<file path="config.mk">
export PLATFORM = sky130hd
export DESIGN_NAME = mac_seq_ctrl
export DESIGN_NICKNAME = d
export VERILOG_FILES = /design/src/rtl/mac_seq_ctrl_pkg.sv /design/src/rtl/mac_seq_tag_pipe.sv /design/src/rtl/mac_seq_ctrl.sv
export SDC_FILE = /design/constraint.sdc
export NUM_CORES = 1
export LEC_CHECK = 0
export CORE_MARGIN = 2
export CORE_UTILIZATION = 46
export DETAILED_ROUTE_END_ITERATION = 12
export PLACE_DENSITY = 0.71
export SLEW_MARGIN = 20
export SYNTH_ARGS = -nofsm -noshare
export SYNTH_HDL_FRONTEND = slang
export SYNTH_SLANG_ARGS = --single-unit
</file>
<file path="constraint.sdc">
create_clock -name clk -period 1.7 [get_ports clk]
set_input_delay 0.34 -clock clk [delete_from_list [all_inputs] [get_ports clk]]
set_output_delay 0.34 -clock clk [all_outputs]
set_load 0.1 [all_outputs]
</file>
<file path="src/rtl/mac_seq_ctrl_pkg.sv">
// Shared definitions for the MAC slice sequencer: FSM state encoding and
// the slice OPMODE constants used to load or accumulate into P.
package mac_seq_ctrl_pkg;

    typedef enum logic [1:0] {
        S_IDLE  = 2'd0,
        S_RUN   = 2'd1,
        S_DRAIN = 2'd2,
        S_DONE  = 2'd3
    } state_t;

    localparam logic [7:0] OPMODE_LOAD = 8'h01;  // P = M
    localparam logic [7:0] OPMODE_ACC  = 8'h09;  // P = P + M
    localparam logic [7:0] OPMODE_IDLE = 8'h00;

    // OPMODE for a tag leaving the pipeline: the first beat loads P, later
    // beats accumulate, and an empty slot leaves P untouched.
    function automatic logic [7:0] opmode_sel(input logic valid, input logic first);
        if (!valid)
            return OPMODE_IDLE;
        else if (first)
            return OPMODE_LOAD;
        else
            return OPMODE_ACC;
    endfunction

endpackage

</file>
<file path="src/rtl/mac_seq_tag_pipe.sv">
// Tag shift register that follows each accepted beat through the slice so
// the M and P enables line up with the data. Each stage carries {valid, first}.
module mac_seq_tag_pipe #(
    parameter int DEPTH = 2
) (
    input  logic clk,
    input  logic rst,
    input  logic i_clr,
    input  logic i_push,
    input  logic i_first,
    output logic o_s1_valid,
    output logic o_last_valid,
    output logic o_last_first,
    output logic o_early_valid
);

    // Marks the final stage so the remaining stages can be OR-reduced.
    localparam logic [DEPTH-1:0] LAST_MASK = DEPTH'(1) << (DEPTH - 1);

    logic [DEPTH-1:0] r_valid;
    logic [DEPTH-1:0] r_first;

    // Shift tags one stage per cycle; a synchronous clear flushes everything.
    always_ff @(posedge clk or posedge rst) begin
        if (rst) begin
            r_valid <= '0;
            r_first <= '0;
        end else if (i_clr) begin
            r_valid <= '0;
            r_first <= '0;
        end else begin
            r_valid[0] <= i_push;
            r_first[0] <= i_push & i_first;
            for (int i = 1; i < DEPTH; i++) begin
                r_valid[i] <= r_valid[i-1];
                r_first[i] <= r_first[i-1];
            end
        end
    end

    assign o_s1_valid    = r_valid[0];
    assign o_last_valid  = r_valid[DEPTH-1];
    assign o_last_first  = r_first[DEPTH-1];
    // Any tag still in flight ahead of the last stage.
    assign o_early_valid = |(r_valid & ~LAST_MASK);

endmodule

</file>
<file path="src/rtl/mac_seq_ctrl.sv">
// Sequencer for a pipelined MAC slice: accepts len operand beats, drives the
// A/B, M and P clock enables and OPMODE so P ends up holding the sum, then
// pulses done. Optional abort input is enabled by MAC_SEQ_CTRL_ABORT_EN.
//
// Handshake: a beat transfers on a rising edge where in_valid and in_ready are
// both 1; in_ready is high exactly while in RUN and never depends on in_valid.
module mac_seq_ctrl
    import mac_seq_ctrl_pkg::*;
#(
    parameter int LEN_W    = 8,
    parameter int PIPE_LAT = 3   // legal 2..8
) (
    input  logic             clk,
    input  logic             rst,
    input  logic             start,
    input  logic [LEN_W-1:0] len,
    input  logic             in_valid,
`ifdef MAC_SEQ_CTRL_ABORT_EN
    input  logic             abort,
`endif
    output logic             in_ready,
    output logic             ce_ab,
    output logic             ce_m,
    output logic             ce_p,
    output logic             rst_p,
    output logic [7:0]       opmode,
    output logic             busy,
    output logic             done
);

    state_t           r_state;
    state_t           w_next;
    logic [LEN_W-1:0] r_len;
    logic [LEN_W-1:0] r_cnt;
    logic             w_accept;
    logic             w_clr;
    logic             w_rst_p;
    logic             w_load;
    logic             w_s1_valid;
    logic             w_last_valid;
    logic             w_last_first;
    logic             w_early_valid;

    // State register.
    always_ff @(posedge clk or posedge rst) begin
        if (rst)
            r_state <= S_IDLE;
        else
            r_state <= w_next;
    end

    // Next-state decode plus handshake, clear and done outputs.
    always_comb begin
        w_next   = r_state;
        in_ready = 1'b0;
        w_accept = 1'b0;
        w_clr    = 1'b0;
        w_rst_p  = 1'b0;
        w_load   = 1'b0;
        done     = 1'b0;
        busy     = (r_state != S_IDLE);
        case (r_state)
            S_IDLE: begin
                if (start) begin
                    if (len != '0) begin
                        w_load = 1'b1;
                        w_next = S_RUN;
                    end else begin
                        // Empty accumulation: clear P so it reads zero at done.
                        w_rst_p = 1'b1;
                        w_next  = S_DONE;
                    end
                end
            end
            S_RUN: begin
                in_ready = 1'b1;
                w_accept = in_valid;
                if (w_accept && (r_cnt == r_len - 1'b1))
                    w_next = S_DRAIN;
            end
            S_DRAIN: begin
                // Last tag leaving with nothing behind it is the final P update.
                if (w_last_valid && !w_early_valid)
                    w_next = S_DONE;
            end
            S_DONE: begin
                done   = 1'b1;
                w_next = S_IDLE;
            end
            default: w_next = S_IDLE;
        endcase
`ifdef MAC_SEQ_CTRL_ABORT_EN
        if (abort && (r_state != S_IDLE)) begin
            w_next  = S_IDLE;
            w_clr   = 1'b1;
            w_rst_p = 1'b1;
            done    = 1'b0;
        end
`endif
    end

    // Latch len at start and count accepted beats; the count peaks at len,
    // which always fits in LEN_W bits, so no wrap is possible.
    always_ff @(posedge clk or posedge rst) begin
        if (rst) begin
            r_len <= '0;
            r_cnt <= '0;
        end else if (w_load) begin
            r_len <= len;
            r_cnt <= '0;
        end else if (w_accept) begin
            r_cnt <= r_cnt + 1'b1;
        end
    end

    mac_seq_tag_pipe #(
        .DEPTH (PIPE_LAT - 1)
    ) u_tag_pipe (
        .clk           (clk),
        .rst           (rst),
        .i_clr         (w_clr),
        .i_push        (w_accept),
        .i_first       (r_cnt == '0),
        .o_s1_valid    (w_s1_valid),
        .o_last_valid  (w_last_valid),
        .o_last_first  (w_last_first),
        .o_early_valid (w_early_valid)
    );

    assign ce_ab  = w_accept;
    assign ce_m   = w_s1_valid;
    assign ce_p   = w_last_valid;
    assign opmode = opmode_sel(w_last_valid, w_last_first);
    assign rst_p  = rst | w_rst_p;

endmodule
</file>
# Yosys cells after proc, flatten, opt, wreduce, memory -nomap -nowiden
# Cells that the tools add are included.
[word_totals]
latchBits = 0
output_inout_bits = 15
ram_bits = 0
n_memories = 0
reg_bits = 22
elab_cells = 43
inputBits = 12
mem_bits_ro = 0
[op_classes]
n_eq_ne = 7
bitwise_logic = 2
addsub = 2
mul = 0
n_shift = 0
reduce_logical = 9
magnitude_cmp = 0
mux = 18
div = 0
[op_table]
columns = ["cell", "count"]
rows = [
  ["$mux 8", 2],
  ["$mux 1", 9],
  ["$add 8x1->8 const B", 1],
  ["$eq 8x8->1", 1],
  ["$logic_not 8->1", 1],
  ["$mux 2", 4],
  ["$mux 4", 2],
  ["$pmux 2 s4", 1],
  ["$reduce_bool 8->1", 1],
  ["$sub 8x1->8 const B", 1],
  ["$ne 2x2->1 const B", 3],
  ["$eq 2x2->1 const B", 2],
  ["$reduce_bool 2->1", 2],
  ["$reduce_and 3->1", 1],
  ["$eq 2x1->1 const B", 1],
  ["$logic_and 1x1->1", 2],
  ["$logic_not 2->1", 1],
  ["$and 1x1->1", 1],
  ["$logic_not 1->1", 1],
  ["$or 1x1->1", 1],
]

# Longest topological paths before layout
# Gate-level depths: netlist of run 1.
[depth]
ltp_word = 5
depth_mapped = 8

# Cells and area by module
# From an unflattened synthesis of run 1, not the netlist that was laid out.
[hier_totals]
hier_cells = 150
hier_area_um2 = 1447.6
[by_module_without_submodules]
columns = ["module", "seq_area_each_um2", "cells_per_inst", "area_each_um2", "instances"]
rows = [
  ["mac_seq_ctrl", 450.4, 140, 1308.8, 1],
  ["mac_seq_tag_pipe", 100.1, 10, 138.9, 1],
]

# Worst setup path before layout of run 1
# Ideal clock, no wire load.
[synth_timing]
kind = "register to register"
from = "reg r_state[1]"
to = "reg r_cnt[5]"
required_time_ps = 1568
synth_period_minus_slack_ps = 3299
path_stages_with_launch = 9
path_slack_ps = -1599
arrival_time_ps = 3167
path_buffers = 1
path_cell_list = "dfrtp_1 -> inv_1 -> ha_1 -> and2_1 -> clkbuf_1 -> and3_1 -> nand4_1 -> xor2_1 -> nor2_1"
[synth_between]
elab_chain_cells = 3
word_cells_on_any_way = 6
classes_between = "eq/ne: 1; mux: 3; reduce/logical: 2"
[synth_lines]
columns = ["element", "line", "rtl"]
rows = [
  ["from (decl)", "mac_seq_ctrl.sv:31", "state_t r_state;"],
  ["from (signal assigned)", "mac_seq_ctrl.sv:49", "r_state <= w_next;"],
  ["$eq 2x1->1", "mac_seq_ctrl.sv:62", "case (r_state)"],
  ["$mux 1", "mac_seq_ctrl.sv:62", ""],
  ["named net ce_ab", "mac_seq_ctrl.sv:22", "output logic ce_ab,"],
  ["$reduce_bool 2->1 (no line)", "n/a", ""],
  ["to (signal assigned)", "mac_seq_ctrl.sv:112", "r_cnt <= r_cnt + 1'b1;"],
  ["to (decl)", "mac_seq_ctrl.sv:34", "logic [LEN_W-1:0] r_cnt;"],
]
# The timed path passes the listed nets, and every way through them passes these cells.
# A chain may end at the register's enable or synchronous reset.

# Worst setup path in the final report of run 1
[layout_timing]
from = "reg r_len[5]"
to = "reg r_state[0]"
[layout_between]
elab_chain_cells = 5
[layout_lines]
columns = ["element", "line", "rtl"]
rows = [
  ["from (decl)", "mac_seq_ctrl.sv:33", "logic [LEN_W-1:0] r_len;"],
  ["from (signal assigned)", "mac_seq_ctrl.sv:109", "r_len <= len;"],
  ["$sub 8x1->8", "mac_seq_ctrl.sv:78", "if (w_accept && (r_cnt == r_len - 1'b1))"],
  ["$eq 8x8->1", "mac_seq_ctrl.sv:78", ""],
  ["$logic_and 1x1->1", "mac_seq_ctrl.sv:78", ""],
  ["$ne 2x2->1 (no line)", "n/a", ""],
  ["$reduce_and 3->1 (no line)", "n/a", ""],
]
# Every way passes these cells.

==> metrics.txt, run 1 <==
status finished with violations; failing checks design-rule violations, negative setup slack; initial antenna violation count 0; fillcell total between 150 and 200; PwrDens 1873 mW/mm^2; DP HPWL between 2000 and 2500 microns; Final Util 74.71%; top cells by area, synth dfrtp_1, xor2_1, ha_1, buf_4, nor2_1; gp weighted congestion approximately 0.83; Num Clock Sinks 22; Die ar. roughly 0.0035 sq mm; Via density 5.213; multi-input combinational cell area roughly 860 sq um; RSZ-0062 raised after global routing yes; DRT iter0 DRCs 38; Routed Antenna Nets 0; Final Slew Violations 0; non-filler instance count after layout about 230; Chip Height 58.80 microns; Psw about 1.8 mW; WHS Path Cells 3; CP required about 1900 ps; GRT Total Usage a little over a fifth; final instance area 0.002096 sq mm; Seq/Total Area, Yosys between 30% and 40%; Initial Util between 40% and 50%; Crit Path Max Fanout 3; Comb pwr share 69.7%; max incr delay on CP about 430 ps; post-DR wirelength/cell roughly 15 microns; crit path capture type register; # DRC 2; Static Leak ~1 nW; maxcap violations 0; first-pass GRT wire length between 5000 and 6000 microns; most frequent cells in the layout buf_4, dfrtp_1, nor2_1, xor2_1, buf_12; CTS tree done; DP Area around 0.0019 sq mm; Setup CP Type register to register; #FFs+latches synth 22; synth unique cells 38; Avg Inst Size Synth a little under 10 sq um; Final #Nets between 200 and 250; biggest area consumer among synthesized cells dfrtp_1; total core area 0.002805 sq mm; Hold Vio Cnt, Final 0; reg2reg start r_len[5]; slowest CP cell dfrtp_1; share of the synthesized area in the top cell type 39.86%; Clock Latency Late Sink 300 ps; IO buf count 20; Seq pwr share 23.0%; Register-to-Register Path Depth 6; Final Skew 9.573 ps; Register Area between 500 and 600 sq um; worst-case clock buffer depth 2; worst min-delay path startpoint len[7]; critical-path cell list nor4_4, a211oi_2, a311oi_1, nand2_1, a22oi_2, mux2i_1; P_int between 2 and 2.5 mW; TritonCTS Buffers 3; worst vdd ir between 0.8 and 0.9 mV; P&R area growth vs syn 51.72%; Hold-fix buffers, CTS 0; fin crit share 115.0%; root buffer cell clkbuf_4; # IOs 27; DR pass1 iterations 10; Arr. time, crit path around 2200 ps; layout cells sized above 1 about two fifths; post-synthesis instance total 141; htree depth 1; Clock power frac 7.3%; final setup TNS -555.3 ps; Worst Setup SP r_len[5]; # diodes 0; vias post-DR roughly 1200; WL final 3305 microns; Worst setup SP type register; Synth Cell Area 0.001381 sq mm; f_max a little over 500 MHz; vias in the first global route 1242; total placed cells including tap cells 214; total power between 3 and 4 mW; YS warnings 0; pin count of the biggest net entering global routing 23; Row Count 19; width of the die 58.80 microns; Worst Hold Class input pin to register; clk slew on worst S/H paths 120 ps; Setup violations, final 4; most common cell after layout, fill and taps aside buf_4; final worst path period need 1955 ps; post-route setup slack -255.3 ps; remaining global-route overflow 0; Switching Share between 40% and 50%
## worst paths after layout
path	endpoint	slack, ps
max	r_state[0]	-260
min	r_len[7]	360
max reg2reg	r_state[0]	-260
min reg2reg	u_tag_pipe.r_first[1]	360
max in group asynchronous	u_tag_pipe.r_valid[0]	990
min in group asynchronous	r_len[0]	480
## routing by layer
layer | vias up | routed length [microns] | GRT usage, %
met4 | 0 | 106 | 10.06
met1 | 561 | 1286 | 24.26
met3 | 10 | 129 | 2.857
met2 | 35 | 1782 | 38.10
met5 | - | 0 | 0
li1 | 567 | - | -
## timing repair
item / 4_1_cts / 5_1_grt
setup buffers: 6 / 2
gates resized for setup: 26 / 8
cloned: 0 / 0
pin swaps: 10 / 5
setup endpoints to repair: 15 / 14
## cell usage after synthesis
cell type and instances:
nor2b_1 1, and4_1 1, a2bb2oi_2 1, nand2b_1 3
buf_2 1, a211oi_1 1, and3_1 2, and2_2 1
nor4_4 1, ha_1 8, o21ai_0 3, nor3_1 2
a22oi_2 1, nor4_1 3, mux2i_1 3, a2111oi_0 1
nand4_1 6, xnor2_1 5, and2_1 1, clkbuf_1 3
inv_1 11, inv_2 1, buf_4 7, o31a_1 1
mux2_2 3, o21ai_1 2, mux2_1 2, conb_1 1
nor2_1 13, nand3_1 3, nor4_2 1, dfrtp_1 22
nand2_1 9, a311oi_1 1, xnor2_2 1, o21bai_1 1
a21oi_1 2, xor2_1 12
## state kept, by name (all words and copies together), names as in the netlist
register            cells
r_cnt                   8
u_tag_pipe.r_valid      2
r_state                 2
r_len                   8
u_tag_pipe.r_first      2
## worst max-delay path, delay by kind of cell (launching register included)
family / cells / cell delay, ps
AND/OR/NAND/NOR: 2 / 520
flip-flops: 1 / 430
multiplexers: 1 / 240
AO/OA/AOI/OAI: 3 / 690
## power by group through the flow
stage               clock network (mW)  logic, mW  registers [mW]
floorplan                            0       1.51            1.01
global placement                     0       2.37           0.905
detailed placement                   0       2.45           0.907
CTS                              0.290       2.63           0.897
global route                     0.308       2.92           0.928
finish                           0.285       2.74           0.902
## per-stage QoR
stage | worst slack (ps) | hold slack [ps]
2_1_floorplan | -143.9 | 331.2
3_3_place_gp | -333.7 | 334.0
5_1_grt | -310.7 | 365.4
4_1_cts | -147.6 | 356.1
3_5_place_dp | -386.4 | 337.2
6_report | -255.3 | 355.5
## cells by family (layout without fill, tap and decap cells)
family	after synthesis	in the layout	synth area share [%]
DFF	22	22	39.86
adders and majority gates	8	8	7.247
buffers and inverters	23	71	8.242
muxes	8	8	6.250
AOI/OAI and AO/OA	14	14	7.518
and+or+nand+nor	47	47	18.66
other	1	6	0.2715
xor gates and xnor gates	18	18	11.96
## final cells by class
cell class              count  share of cell area [%]
repair buffers             55                   26.57
flip-flops and latches     22                   26.39
inverters                  12                   2.507
well taps                  31                   1.851
multi-input cells         101                   40.96
clock buffers               4                   1.731
Note: power is estimated with default switching activity, not from simulation.
==> inputs of run 2 (changes only) <==
--- a/config.mk
+++ b/config.mk
@@ -5,7 +5,6 @@
 export SDC_FILE = /design/constraint.sdc
 export NUM_CORES = 1
 export LEC_CHECK = 0
-export CORE_MARGIN = 2
 export CORE_UTILIZATION = 46
 export DETAILED_ROUTE_END_ITERATION = 12
 export PLACE_DENSITY = 0.71
==> run 2 against run 1 <==
- the flow still finishes with violations (design-rule violations, negative setup slack)
- final cell count fell by 0.44%
- routed wire length rose by 2.2%
- sequential cell count did not move
- utilization fell by 0.18 points
- clock power rose by 2%
- critical path depth did not move
- die area fell by 6.7%
- setup slack improved by 130 ps
- count of clock-buffer cells in the layout did not move
- largest cell class unchanged
- largest power group unchanged
- highest routed layer unchanged
==> metrics.txt, run 2 (synthesis results as in run 1) <==
TritonCTS Buffers 3 (unchanged); GRT Total Usage 23.27% (was 21.06%); final worst path period need 1826 ps (was 1955 ps); critical-path cell list nor4_4, a211oi_2, a311oi_1, nand2_1, a22oi_2, mux2i_1 (unchanged); # DRC 7 (was 2); Num Clock Sinks 22 (unchanged); post-DR wirelength/cell 15.08 microns (was 14.69 microns); worst min-delay path startpoint len[0] (was len[7]); Hold Vio Cnt, Final 0 (unchanged); worst vdd ir 0.8481 mV (was 0.8829 mV); Final #Nets 214 (was 215); Worst setup SP type register (unchanged); worst-case clock buffer depth 2 (unchanged); Final Skew 11.07 ps (was 9.573 ps); fillcell total 207 (was 199); crit path capture type register (unchanged); initial antenna violation count 0 (unchanged); Setup CP Type register to register (unchanged); CP required 1930 ps (was 1920 ps); width of the die 56.80 microns (was 58.80 microns); Arr. time, crit path 2060 ps (was 2180 ps); root buffer cell clkbuf_4 (unchanged); Clock Latency Late Sink 310 ps (was 300 ps); Initial Util 49.24% (unchanged); DP HPWL 2457 microns (was 2368 microns); post-route setup slack -125.9 ps (was -255.3 ps); PwrDens 1884 mW/mm^2 (was 1873 mW/mm^2); WL final 3377 microns (was 3305 microns); f_max 547.7 MHz (was 511.4 MHz); most common cell after layout, fill and taps aside buf_4 (unchanged); first-pass GRT wire length 5644 microns (was 5471 microns); layout cells sized above 1 38.34% (was 40.72%); IO buf count 20 (unchanged); WHS Path Cells 3 (unchanged); # diodes 0 (unchanged); clk slew on worst S/H paths 130 ps (was 120 ps); fin crit share 107.4% (was 115.0%); most frequent cells in the layout buf_4, dfrtp_1, nor2_1, xor2_1 (was buf_4, dfrtp_1, nor2_1, xor2_1, buf_12); Setup violations, final 4 (unchanged); failing checks design-rule violations, negative setup slack (unchanged); Hold EP r_len[0] (was r_len[7]); non-filler instance count after layout 224 (was 225); final setup TNS -328.1 ps (was -555.3 ps); R2R Setup Slk -130 ps (was -260 ps); gp weighted congestion 0.8347 (unchanged); total core area 0.002805 sq mm (unchanged); DRT iter0 DRCs 45 (was 38); total placed cells including tap cells 214 (unchanged); # IOs 27 (unchanged); CTS tree done (unchanged); pin count of the biggest net entering global routing 23 (unchanged); Static Leak 0.9810 nW (was 0.9861 nW); Final Slew Violations 0 (unchanged); final instance area 0.002091 sq mm (was 0.002096 sq mm); RSZ-0062 raised after global routing yes (unchanged); Routed Antenna Nets 0 (unchanged); max incr delay on CP 430 ps (about the same); slowest CP cell dfrtp_1 (unchanged); status finished with violations (unchanged); vias post-DR 1185 (was 1173); Chip Height 56.80 microns (was 58.80 microns); Crit Path Max Fanout 4 (was 3); Row Count 19 (unchanged); Largest regs r_cnt x8, r_len x8 (unchanged); R2R Path End r_state[1] (was r_state[0]); htree depth 1 (unchanged); DR pass1 iterations 8 (was 10); Die ar. 0.003226 sq mm (was 0.003457 sq mm); reg2reg start r_len[5] (unchanged); Via density 5.290 (was 5.213); Worst Setup SP r_len[5] (unchanged); vias in the first global route 1279 (was 1242); Register-to-Register Path Depth 6 (unchanged); maxcap violations 0 (unchanged); P&R area growth vs syn 51.36% (was 51.72%); remaining global-route overflow 0 (unchanged); Worst Hold Class input pin to register (unchanged); DP Area 0.001926 sq mm (unchanged)
## run 2: per-stage QoR
step	util [%]	power (mW)	setup slack, ps	hold WS (ps)
global placement	68.64	3.294	-358.9	334.5
finish	74.53	3.939	-125.9	333.5
detailed placement	68.64	3.391	-419.9	337.2
global route	74.53	4.159	-261.3	341.5
floorplan	-	2.519	-143.9	331.2
CTS	73.02	3.838	-110.7	364.5
## run 2: timing repair
| item | 4_1_cts | 5_1_grt |
|---|---|---|
| buffers inserted | 6 | 2 |
| resized for setup | 18 | 10 |
| setup endpoints to repair | 10 | 14 |
| pin swaps | 8 | 10 |
| hold buffers | 0 | 0 |
## run 2: critical path, delay by kind of cell, from the launching register on
kind	cells	cell delay, ps
AO/OA/AOI/OAI	3	560
flip-flops	1	430
multiplexers	1	240
AND/OR/NAND/NOR	2	510
## run 2: worst max path at each step
stage / endpoint / cells after the start
3_3_place_gp: rst_p / 5
3_5_place_dp: rst_p / 5
4_1_cts: r_state[1] / 6
2_1_floorplan: rst_p / 4
6_report: r_state[1] / 6
5_1_grt: r_state[1] / 6
## run 2: per-layer routing
| layer | global-route usage (%) | share of wire (%) | vias up |
|---|---|---|---|
| li1 | - | - | 567 |
| met1 | 24.70 | 38 | 579 |
| met2 | 44.90 | 56 | 31 |
| met3 | 3.226 | 3.4 | 8 |
| met4 | 10.45 | 2.2 | 0 |
| met5 | 0 | 0 | - |
## run 2: report_power, final
group	switching (mW)	total, mW	internal, mW
sequential	0.196	0.897	0.701
combinational	1.50	2.75	1.25
clock	0.159	0.290	0.131
total	1.85	3.94	2.08
## run 2: final cells by class
cell class	instances	area (sq um)	share of cell area, %
repair buffers	54	560.5	26.81
inverters	12	52.55	2.513
well taps	31	38.79	1.855
flip-flops and latches	22	553.0	26.45
clock buffers	4	36.28	1.735
multi-input cells	101	849.6	40.63
